$ cat src/rtl/frame_sync_pkg.sv
// Shared types and sizing helpers for the frame sync detector.
package frame_sync_pkg;

    typedef enum logic [1:0] {
        HUNT    = 2'd0,
        PRESYNC = 2'd1,
        SYNC    = 2'd2,
        MISS    = 2'd3
    } sync_state_e;

    // Bits needed to hold values 0..n inclusive.
    function automatic int cnt_w(input int n);
        return $clog2(n + 1);
    endfunction

endpackage

$ cat src/rtl/pattern_shift_match.sv
// Serial shift register with fill gate; flags a sync word on the completing bit.
module pattern_shift_match #(
    parameter int PAT_W = 7
) (
    input  logic             clk,
    input  logic             rst_n,
    input  logic             din_valid,
    input  logic             din,
    input  logic [PAT_W-1:0] pattern,
    output logic             hit
);
    localparam int FILL_W = $clog2(PAT_W + 1);

    logic [PAT_W-1:0]  sr;
    logic [PAT_W-1:0]  sr_next;
    logic [FILL_W-1:0] fill;
    logic              filled_next;

    assign sr_next     = {sr[PAT_W-2:0], din};
    assign filled_next = (fill >= FILL_W'(PAT_W - 1));
    assign hit         = din_valid && filled_next && (sr_next == pattern);

    always_ff @(posedge clk or negedge rst_n) begin
        if (!rst_n) begin
            sr   <= '0;
            fill <= '0;
        end else if (din_valid) begin
            sr <= sr_next;
            // Saturates so the gate stays open until the next reset.
            if (fill != FILL_W'(PAT_W))
                fill <= fill + FILL_W'(1);
        end
    end

endmodule

$ cat src/rtl/frame_sync_detector.sv
// Frame sync hunter: acquires, confirms and tracks a periodic sync word.
module frame_sync_detector
    import frame_sync_pkg::*;
#(
    parameter int PAT_W      = 7,
    parameter int FRAME_LEN  = 16,
    parameter int LOCK_CNT   = 2,
    parameter int UNLOCK_CNT = 3
) (
    input  logic             clk,
    input  logic             rst_n,
    input  logic             din_valid,
    input  logic             din,
    input  logic [PAT_W-1:0] pattern,
    output logic             lock,
    output logic [1:0]       state,
    output logic             match,
    output logic             frame_start
);
    localparam int FCNT_W = $clog2(FRAME_LEN);
    localparam int CONF_W = cnt_w(LOCK_CNT);
    localparam int MISS_W = cnt_w(UNLOCK_CNT);

    localparam logic [FCNT_W-1:0] FCNT_LAST = FCNT_W'(FRAME_LEN - 1);
    localparam logic [CONF_W-1:0] CONF_LOCK = CONF_W'(LOCK_CNT);
    localparam logic [MISS_W-1:0] MISS_DROP = MISS_W'(UNLOCK_CNT);

    sync_state_e       st, st_n;
    logic [FCNT_W-1:0] fcnt, fcnt_n;
    logic [CONF_W-1:0] conf, conf_n;
    logic [MISS_W-1:0] miss, miss_n;
    logic              match_n, fs_n;
    logic              hit, bnd;

    pattern_shift_match #(.PAT_W(PAT_W)) u_match (
        .clk      (clk),
        .rst_n    (rst_n),
        .din_valid(din_valid),
        .din      (din),
        .pattern  (pattern),
        .hit      (hit)
    );

    assign bnd   = (fcnt == FCNT_LAST);
    assign state = st;

    always_comb begin
        st_n    = st;
        fcnt_n  = fcnt;
        conf_n  = conf;
        miss_n  = miss;
        match_n = 1'b0;
        fs_n    = 1'b0;
        if (din_valid) begin
            fcnt_n = bnd ? '0 : fcnt + FCNT_W'(1);
            unique case (st)
                HUNT: begin
                    if (hit) begin
                        st_n    = PRESYNC;
                        conf_n  = CONF_W'(1);
                        fcnt_n  = '0;
                        match_n = 1'b1;
                    end
                end
                PRESYNC: begin
                    if (bnd && hit) begin
                        match_n = 1'b1;
                        if (conf + CONF_W'(1) == CONF_LOCK) begin
                            st_n   = SYNC;
                            conf_n = '0;
                        end else begin
                            conf_n = conf + CONF_W'(1);
                        end
                    end else if (bnd) begin
                        st_n   = HUNT;
                        conf_n = '0;
                    end
                end
                SYNC: begin
                    if (bnd) begin
                        fs_n = 1'b1;
                        if (hit) begin
                            match_n = 1'b1;
                        end else if (UNLOCK_CNT == 1) begin
                            st_n = HUNT;
                        end else begin
                            st_n   = MISS;
                            miss_n = MISS_W'(1);
                        end
                    end
                end
                MISS: begin
                    if (bnd) begin
                        fs_n = 1'b1;
                        if (hit) begin
                            st_n    = SYNC;
                            miss_n  = '0;
                            match_n = 1'b1;
                        end else if (miss + MISS_W'(1) == MISS_DROP) begin
                            st_n   = HUNT;
                            miss_n = '0;
                        end else begin
                            miss_n = miss + MISS_W'(1);
                        end
                    end
                end
                default: st_n = HUNT;
            endcase
        end
    end

    always_ff @(posedge clk or negedge rst_n) begin
        if (!rst_n) begin
            st          <= HUNT;
            fcnt        <= '0;
            conf        <= '0;
            miss        <= '0;
            lock        <= 1'b0;
            match       <= 1'b0;
            frame_start <= 1'b0;
        end else begin
            st          <= st_n;
            fcnt        <= fcnt_n;
            conf        <= conf_n;
            miss        <= miss_n;
            lock        <= (st_n == SYNC) || (st_n == MISS);
            match       <= match_n;
            frame_start <= fs_n;
        end
    end

endmodule

$ cat config.mk
export PLATFORM = sky130hd
export DESIGN_NAME = frame_sync_detector
export DESIGN_NICKNAME = d
export VERILOG_FILES = /design/src/rtl/frame_sync_pkg.sv /design/src/rtl/pattern_shift_match.sv /design/src/rtl/frame_sync_detector.sv
export SDC_FILE = /design/constraint.sdc
export NUM_CORES = 1
export LEC_CHECK = 0
export ABC_AREA = 1
export CORE_ASPECT_RATIO = 1.5
export CORE_MARGIN = 4
export CORE_UTILIZATION = 31
export CTS_CLUSTER_DIAMETER = 150
export DETAILED_ROUTE_END_ITERATION = 8
export PLACE_DENSITY_LB_ADDON = 0.3
export REMOVE_ABC_BUFFERS = 1
export SYNTH_ARGS = -nofsm -noshare
export SYNTH_HDL_FRONTEND = slang
export SYNTH_SLANG_ARGS = --single-unit
export TNS_END_PERCENT = 50
$ cat constraint.sdc
create_clock -name clk -period 3.8 [get_ports clk]
set_clock_uncertainty 0.1 [all_clocks]
set_input_delay 0.76 -clock clk [delete_from_list [all_inputs] [get_ports clk]]
set_output_delay 0.76 -clock clk [all_outputs]
set_load 0.03 [all_outputs]
* Yosys cells after proc, flatten, opt, wreduce, memory -nomap -nowiden *
Cells that the tools add are included.

storage, ports and cells
  word-level logic and storage cells = 73
  register bits after elaboration = 22
  bits of input ports = 11

cells by class
  eq/ne operators = 15
  add/subtract/negate cells = 4
  reduce and logical (&&, ||, !) cells = 11
  $lt $le $gt $ge = 1
  muxes and demuxes = 33

operator list
  operator                                                  number
  2-to-1 mux 2 bit                                          19
  equality test 2 bit, second input constant                6
  2-to-1 mux 4 bit                                          3
  != test 2 bit, second input constant                      4
  case mux 2 bit (2 select lines)                           2
  case mux 2 bit (4 select lines)                           1
  equality test 7 bit                                       1
  2-to-1 mux 1 bit                                          7
  != test 3 bit, second input constant                      2
  AND reduction 5 bit                                       1
  adder 2 x 1 -> 2 bit, second input constant               2
  adder 4 x 1 -> 4 bit, second input constant               1
  equality test 4 bit, second input constant                1
  AND reduction 4 bit                                       1
  nonzero test 2 bit                                        2
  adder 3 x 1 -> 3 bit, second input constant               1
  greater-or-equal comparator 3 bit, second input constant  1
  logical AND 1 bit                                         3
  case mux 1 bit (3 select lines)                           1
  equality test 2 x 1 -> 1 bit, second input constant       1
  zero test 2 bit                                           1
  AND reduction 2 bit                                       1
  OR reduction 2 bit                                        1
  logical OR 1 bit                                          1

* Logic depth before layout (Yosys ltp) *
Gate-level depths: netlist (run 1).

  depth in word-level cells = 9
  depth in mapped cells = 11
  gate-level depth less buffers = 11

* Cells and area by module *
A second synthesis (run 1) with hierarchy kept.

unflattened totals
  cell total of the unflattened synthesis = 177
  area total of the unflattened synthesis = 1270.0 um2

modules (own cells, without submodules)
  module               area an instance (um2)  seq. area each (um2)  cells an instance  instances
  frame_sync_detector  728.2                   325.3                 95                 1
  pattern_shift_match  541.8                   225.2                 82                 1

* Worst setup path before layout (run 1) *
Ideal clock, no wire load.

  kind = input-to-reg
  start = input port din_valid
  end = register st[0] (netlist: state[0])
  stages on the path = 10
  arrival = 1.580 ns
  path slack = 1.999 ns
  cells stage by stage = buf_6 -> inv_6 -> nor2_4 -> nand2_2 -> nor2_4 -> nand3_1 -> nand2_1 -> nand2_1 -> o21bai_1 -> nand2_1

between the ends
  cells in the longest elaborated chain, start to end = 6
  elaborated cells on any way between the ends = 11
  those cells by class = 8 x mux; 3 x reduce/logical

ends and longest elaborated chain
  item                                            line                                                                             source
  start, declared                                 frame_sync_detector.sv:12                                                        input logic din_valid,
  logical AND 1 bit (2 in series)                 pattern_shift_match.sv:21                                                        assign hit = din_valid && filled_next && (sr_next == pattern);
  2-to-1 mux 2 bit, or another cell as far along  frame_sync_detector.sv:95                                                        if (hit) begin
  2-to-1 mux 2 bit (on tied branches)             frame_sync_detector.sv:93, frame_sync_detector.sv:66, frame_sync_detector.sv:80
  case mux 2 bit (4 select lines)                 frame_sync_detector.sv:56                                                        unique case (st)
  2-to-1 mux 2 bit *                              frame_sync_detector.sv:54                                                        if (din_valid) begin
  via st_n[0]                                     frame_sync_detector.sv:28                                                        sync_state_e st, st_n;
  end signal, assigned                            frame_sync_detector.sv:122                                                       st <= st_n;
  end, declared                                   frame_sync_detector.sv:28

The timed path passes the listed nets; every way through them passes the cells marked *.
A chain may end at the register's enable or synchronous reset.

* Final worst setup path (run 1) *
  start = register st[1] (netlist: state[1])
  end = output port state[1]

RTL lines
  item           line                       source
  end, declared  frame_sync_detector.sv:16  output logic [1:0] state,

No word-level cell between the ends.

==> flow_metrics.tcl, run 1 <==
set metrics [dict create \
    status "finished clean" \
    tritoncts "built" \
    path_delay_family "buffers and inverters" \
    synthCells 148 \
    start_kind "register" \
    synth_xor_area_frac 0.0433 \
    clock-sinks 22 \
    ctsResizeCount 0 \
    synth-seq-cells 22 \
    mostFrequentLayoutCells "nand2_1, dfrtp_1, inv_1" \
    placementRows 27 \
    drtAntennaViolNets 0 \
    drt_wl_total_um 2500 \
    fin_crit_ns 2.33 \
    worstSkewPairLatency_ns 0.26 \
    synth-compound-area-share 0.117 \
    antenna_found_initial 0 \
    cts_inserted_buffers 3 \
    wl_met1_um 1050 \
    wl_met2_um 1340 \
    crit_buf_inv 1 \
    synthSimpleGateAreaFrac 0.262 \
    grt.overflow.total 0 \
    dieArea_mm2 0.00501 \
    dp_slack_ns 1.30 \
    die_h_um 84.7 \
    vias 1021 \
    period_share 0.613 \
    cp-end-kind "primary output" \
    final_util 0.399 \
    layout_commonest_cell "nand2_1" \
    setup_tns_ns 0 \
    hp-class "register to register" \
    start_util 0.327 \
    boundaryPins 16 \
    finalNetCount 181 \
    worstReg2RegStart "fcnt[1]" \
    yosysWarnings 0 \
    worstSetupPathType "register to primary output" \
    highest_layer "met4" \
    synth_top_family_by_area "simple AND/OR/NAND/NOR gates" \
    syn_to_final_growth_pct 22.0 \
    slew_viol_final 0 \
    final_area_mm2 0.00148 \
    relSlewSlack 0.356 \
    drive_gt1_frac 0.120 \
    power_density_mw_per_mm2 514 \
    crit_chain "clkdlybuf4s50_1" \
    firstDrtPassIters 4 \
    hold_viol 0 \
    grt_pass1_wl_um 4470 \
    place_hpwl_um 1980 \
    vdd_ir_drop_max_mv 0.226 \
    die_x_um 59.1 \
    critPathArrivalTime_ns 1.47 \
    reg2reg_depth 7 \
    ys_seq_area_frac 0.453 \
    max_stage_delay_ns 0.72 \
    grt_max_degree 23 \
    grt_pass1_vias 1025 \
    drcViolationCount 0 \
    drv_cap 0 \
    syn_avg_cell_area_um2 8.21 \
    rrSetupSlack_ns 2.03 \
    yosysTopAreaCell "dfrtp_1" \
    syn-cell-area_mm2 0.00121 \
    setup_ws_ns 1.47 \
    synth_adder_area_share 0.0309 \
    placed_cells 205 \
    dr_wl_met3_um 93 \
    synthMuxAreaShare 0.0185 \
    hold-path-cell-count 1 \
    cpMaxStageDelayCell "clkdlybuf4s50_1" \
    core_region_area_mm2 0.00372 \
    yosysUniqueCellTypes 29 \
    power.static_leakage_nw 0.670 \
    r2r_end "state[1]" \
    gp_congestion 0.840 \
    cp_max_fo 7 \
    clk_pin_slew_worst_paths_ns 0.08 \
    h-tree-depth 1 \
    fmax_mhz 430 \
    instances_no_fill 209 \
    synthTopCellsByArea "dfrtp_1, nand2_1, inv_1, nand3_1, xnor2_1" \
    placed_area_mm2 0.00141 \
    viasPerCell 4.89 \
    min-delay-start "u_match.fill[0]" \
    port_buffers 15 \
    rsz0062_at_grt "no" \
    holdPathEnd "u_match.fill[0]" \
    wl_per_cell_um 11.9 \
    clock_path_buffers 2 \
    cts_setup_buffers 0 \
    cts-root-buf "clkbuf_8" \
    grt_usage 0.112 \
    netlist.area_leader.share 0.453 \
    finalSetupViolCount 0 \
    holdBufCountCts 0 \
    worstPathRequired_ns 2.94 \
    drt_iter0_drc 25 \
    worstMarginPinSlew_ns 0.962 \
    diodes 0 \
]
synth_stat cells:
library cell,instances
a21oi_1,5
a31oi_1,1
buf_6,1
clkbuf_1,1
clkinv_1,1
dfrtp_1,22
ha_1,3
inv_1,16
inv_2,1
inv_6,1
mux2_2,2
nand2_1,42
nand2_2,4
nand3_1,9
nor2_1,6
nor2_2,2
nor2_4,3
nor3_1,1
nor3_2,1
o211ai_1,1
o21a_1,1
o21ai_0,8
o21ai_1,3
o21ai_2,1
o21bai_1,1
o22ai_1,4
or2_1,1
xnor2_1,5
xor2_1,1
cell type report:
cell class	instances	area [um^2]
clock buffer	3	41.3
clock inverter	1	30.0
fill	382	2230
inverter	19	76.3
multi-input combinational	105	573
sequential	22	551
tap	43	53.8
timing repair buffer	16	158
kinds of logic after synthesis:
logic type / after synthesis
buffers and inverters: 21
muxes: 2
adders and majority gates: 3
DFF: 22
xor gates and xnor gates: 6
AOI/OAI and AO/OA: 25
and+or+nand+nor: 69
through the flow:
step | hold slack [ns] | total power, W
3_3_place_gp | 0.370 | 0.000541
4_1_cts | 0.393 | 0.000770
5_1_grt | 0.437 | 0.000816
3_5_place_dp | 0.382 | 0.000553
6_report | 0.383 | 0.000761
2_1_floorplan | 0.353 | 0.000484
registers in the layout (all words and copies together) (netlist names):
signal	count
u_match.sr	6
fcnt	4
u_match.fill	3
conf	2
miss	2
state	2
frame_start	1
lock	1
match	1
where the power goes:
part,internal [W],switching (W)
combinational,0.0000975,0.000119
clock,0.000141,0.0000748
sequential,0.000287,0.0000432
how the worst max path moves through the flow:
stage	startpoint	endpoint	slack, ns	cells after the start
after global placement	din_valid	state[0]	1.34	11
after CTS	state[1]	state[1]	1.47	1
after global routing	din_valid	state[0]	1.43	11
after floorplan	pattern[3]	state[0]	2.07	8
final	state[1]	state[1]	1.47	1
after detailed placement	din_valid	state[0]	1.30	11
worst reg2reg max path, stage by stage (launching register included):
cell	delay (ns)
dfrtp_1	0.42
ha_1	0.21
nand3_1	0.20
inv_1	0.18
nand3_1	0.17
clkinv_1	0.10
a21oi_1	0.18
o22ai_1	0.10
per-layer routing:
| metal | track usage | vias to the layer above |
|---|---|---|
| met3 | 0.0169 | 2 |
| met5 | 0 | - |
| met4 | 0.0371 | 0 |
| met2 | 0.200 | 22 |
| met1 | 0.132 | 488 |
| li1 | - | 509 |
Power figures use the tool's default switching activity.
==> inputs of run 2 (changes only) <==
==> constraint.sdc (replaced) <==
create_clock -name clk -period 2.2 [get_ports clk]
set_clock_uncertainty 0.1 [all_clocks]
set_input_delay 0.44 -clock clk [delete_from_list [all_inputs] [get_ports clk]]
set_output_delay 0.44 -clock clk [all_outputs]
set_load 0.03 [all_outputs]
==> flow_metrics.tcl, run 2 (synthesis gave the netlist of run 1 again) <==
set metrics [dict create \
    status "finished clean" \
    grt_pass1_wl_um 4620 \
    drive_gt1_frac 0.120 \
    path_delay_family "buffers and inverters" \
    fmax_mhz 505 \
    layout_commonest_cell "nand2_1" \
    fin_crit_ns 1.98 \
    firstDrtPassIters 4 \
    cts-root-buf "clkbuf_8" \
    relSlewSlack 0.761 \
    syn_to_final_growth_pct 20.2 \
    crit_buf_inv 1 \
    period_share 0.901 \
    min-delay-start "u_match.fill[0]" \
    slew_viol_final 0 \
    gp_congestion 0.802 \
    grt_usage 0.118 \
    top_register "u_match.sr" \
    crit_chain "clkdlybuf4s50_1" \
    hp-class "register to register" \
    grt.overflow.total 0 \
    rsz0062_at_grt "no" \
    worstMarginPinSlew_ns 0.355 \
    vdd_ir_drop_max_mv 0.489 \
    cp_max_fo 7 \
    die_h_um 84.7 \
    hold_viol 0 \
    worstSetupPathType "register to primary output" \
    placed_area_mm2 0.00142 \
    worstReg2RegStart "fcnt[0]" \
    reg.largest.list "u_match.sr x6, fcnt x4, u_match.fill x3" \
    holdPathEnd "u_match.fill[0]" \
    drt_wl_total_um 2520 \
    finalSetupViolCount 0 \
    critPathArrivalTime_ns 1.44 \
    start_kind "register" \
    max_stage_delay_ns 0.72 \
    clk_pin_slew_worst_paths_ns 0.08 \
    drcViolationCount 0 \
    power_density_mw_per_mm2 815 \
    worstPathRequired_ns 1.66 \
    cpMaxStageDelayCell "clkdlybuf4s50_1" \
    drv_cap 0 \
    vias 990 \
    reg2reg_depth 7 \
    start_util 0.327 \
    num-fill-cells 388 \
    cts_setup_buffers 0 \
    place_hpwl_um 1980 \
    grt_pass1_vias 1052 \
    holdWs_ns 0.397 \
    grt_max_degree 23 \
    r2r_end "state[1]" \
    worstSkewPairLatency_ns 0.26 \
    viasPerCell 4.74 \
    clock-sinks 22 \
    dieArea_mm2 0.00501 \
    power.static_leakage_nw 0.660 \
    boundaryPins 16 \
    wl_per_cell_um 12.1 \
    largest_register_ffs 6 \
    cp-end-kind "primary output" \
    drt_iter0_drc 25 \
    antenna_found_initial 0 \
    setup_tns_ns 0 \
    drtAntennaViolNets 0 \
    die_x_um 59.1 \
    finalNetCount 182 \
    ctsResizeCount 0 \
    holdBufCountCts 0 \
    mostFrequentLayoutCells "nand2_1, dfrtp_1, inv_1" \
    rrSetupSlack_ns 0.43 \
    h-tree-depth 1 \
    tritoncts "built" \
    hold-path-cell-count 1 \
    final_area_mm2 0.00146 \
    placementRows 27 \
    cts_inserted_buffers 3 \
    clock_path_buffers 2 \
    diodes 0 \
    core_region_area_mm2 0.00372 \
    port_buffers 15 \
]
## run 2: cell count changes in the layout (fill, tap and decap cells not counted)
cell       before  now
buf_4           1    2
bufinv_16       1    0
## run 2: final cells by class
type	count	area (um^2)	share of cell area
clock buffer	3	41.3	0.0283
multi-input combinational	105	573	0.392
timing repair buffer	17	165	0.113
tap	43	53.8	0.0368
inverter	19	76.3	0.0523
sequential	22	551	0.377
## run 2: worst max path at each step
| stage | endpoint | start | slack [ns] | cells after the start |
|---|---|---|---|---|
| after floorplan | conf[0] | fcnt[0] | 0.67 | 7 |
| after global placement | state[0] | din_valid | 0.18 | 10 |
| after detailed placement | state[0] | din_valid | 0.14 | 10 |
| after CTS | state[1] | state[1] | 0.20 | 1 |
| after global routing | state[1] | state[1] | 0.13 | 1 |
| final | state[1] | state[1] | 0.22 | 1 |
## run 2: stage by stage
stage | total power [W] | cells | setup slack (ns) | utilization
after global routing | 0.00129 | 209 | 0.133 | 0.393
after detailed placement | 0.000958 | 206 | 0.143 | 0.382
after global placement | 0.000936 | 206 | 0.184 | 0.382
final | 0.00119 | 209 | 0.219 | 0.393
after CTS | 0.00121 | 209 | 0.200 | 0.393
after floorplan | 0.000837 | 146 | 0.673 | -
## run 2: report_power, final
group          leakage (nW)  switching (W)  internal [W]
logic                 0.356       0.000210      0.000169
registers             0.282      0.0000724      0.000495
clock network        0.0216       0.000122      0.000122
## run 2: metal layers
metal,global-route usage,routed length (um),vias up
li1,-,-,511
met1,0.145,1120,460
met2,0.199,1280,15
met3,0.0215,87,4
met4,0.0412,29,0
met5,0,0,-
## run 2: worst register-to-register path, delay by kind of cell, from the launching register on
family / cells / cell delay, ns
buf+inv: 2 / 0.28
compound gates: 2 / 0.26
fa+ha+maj: 1 / 0.23
simple gates: 2 / 0.38
flops: 1 / 0.41
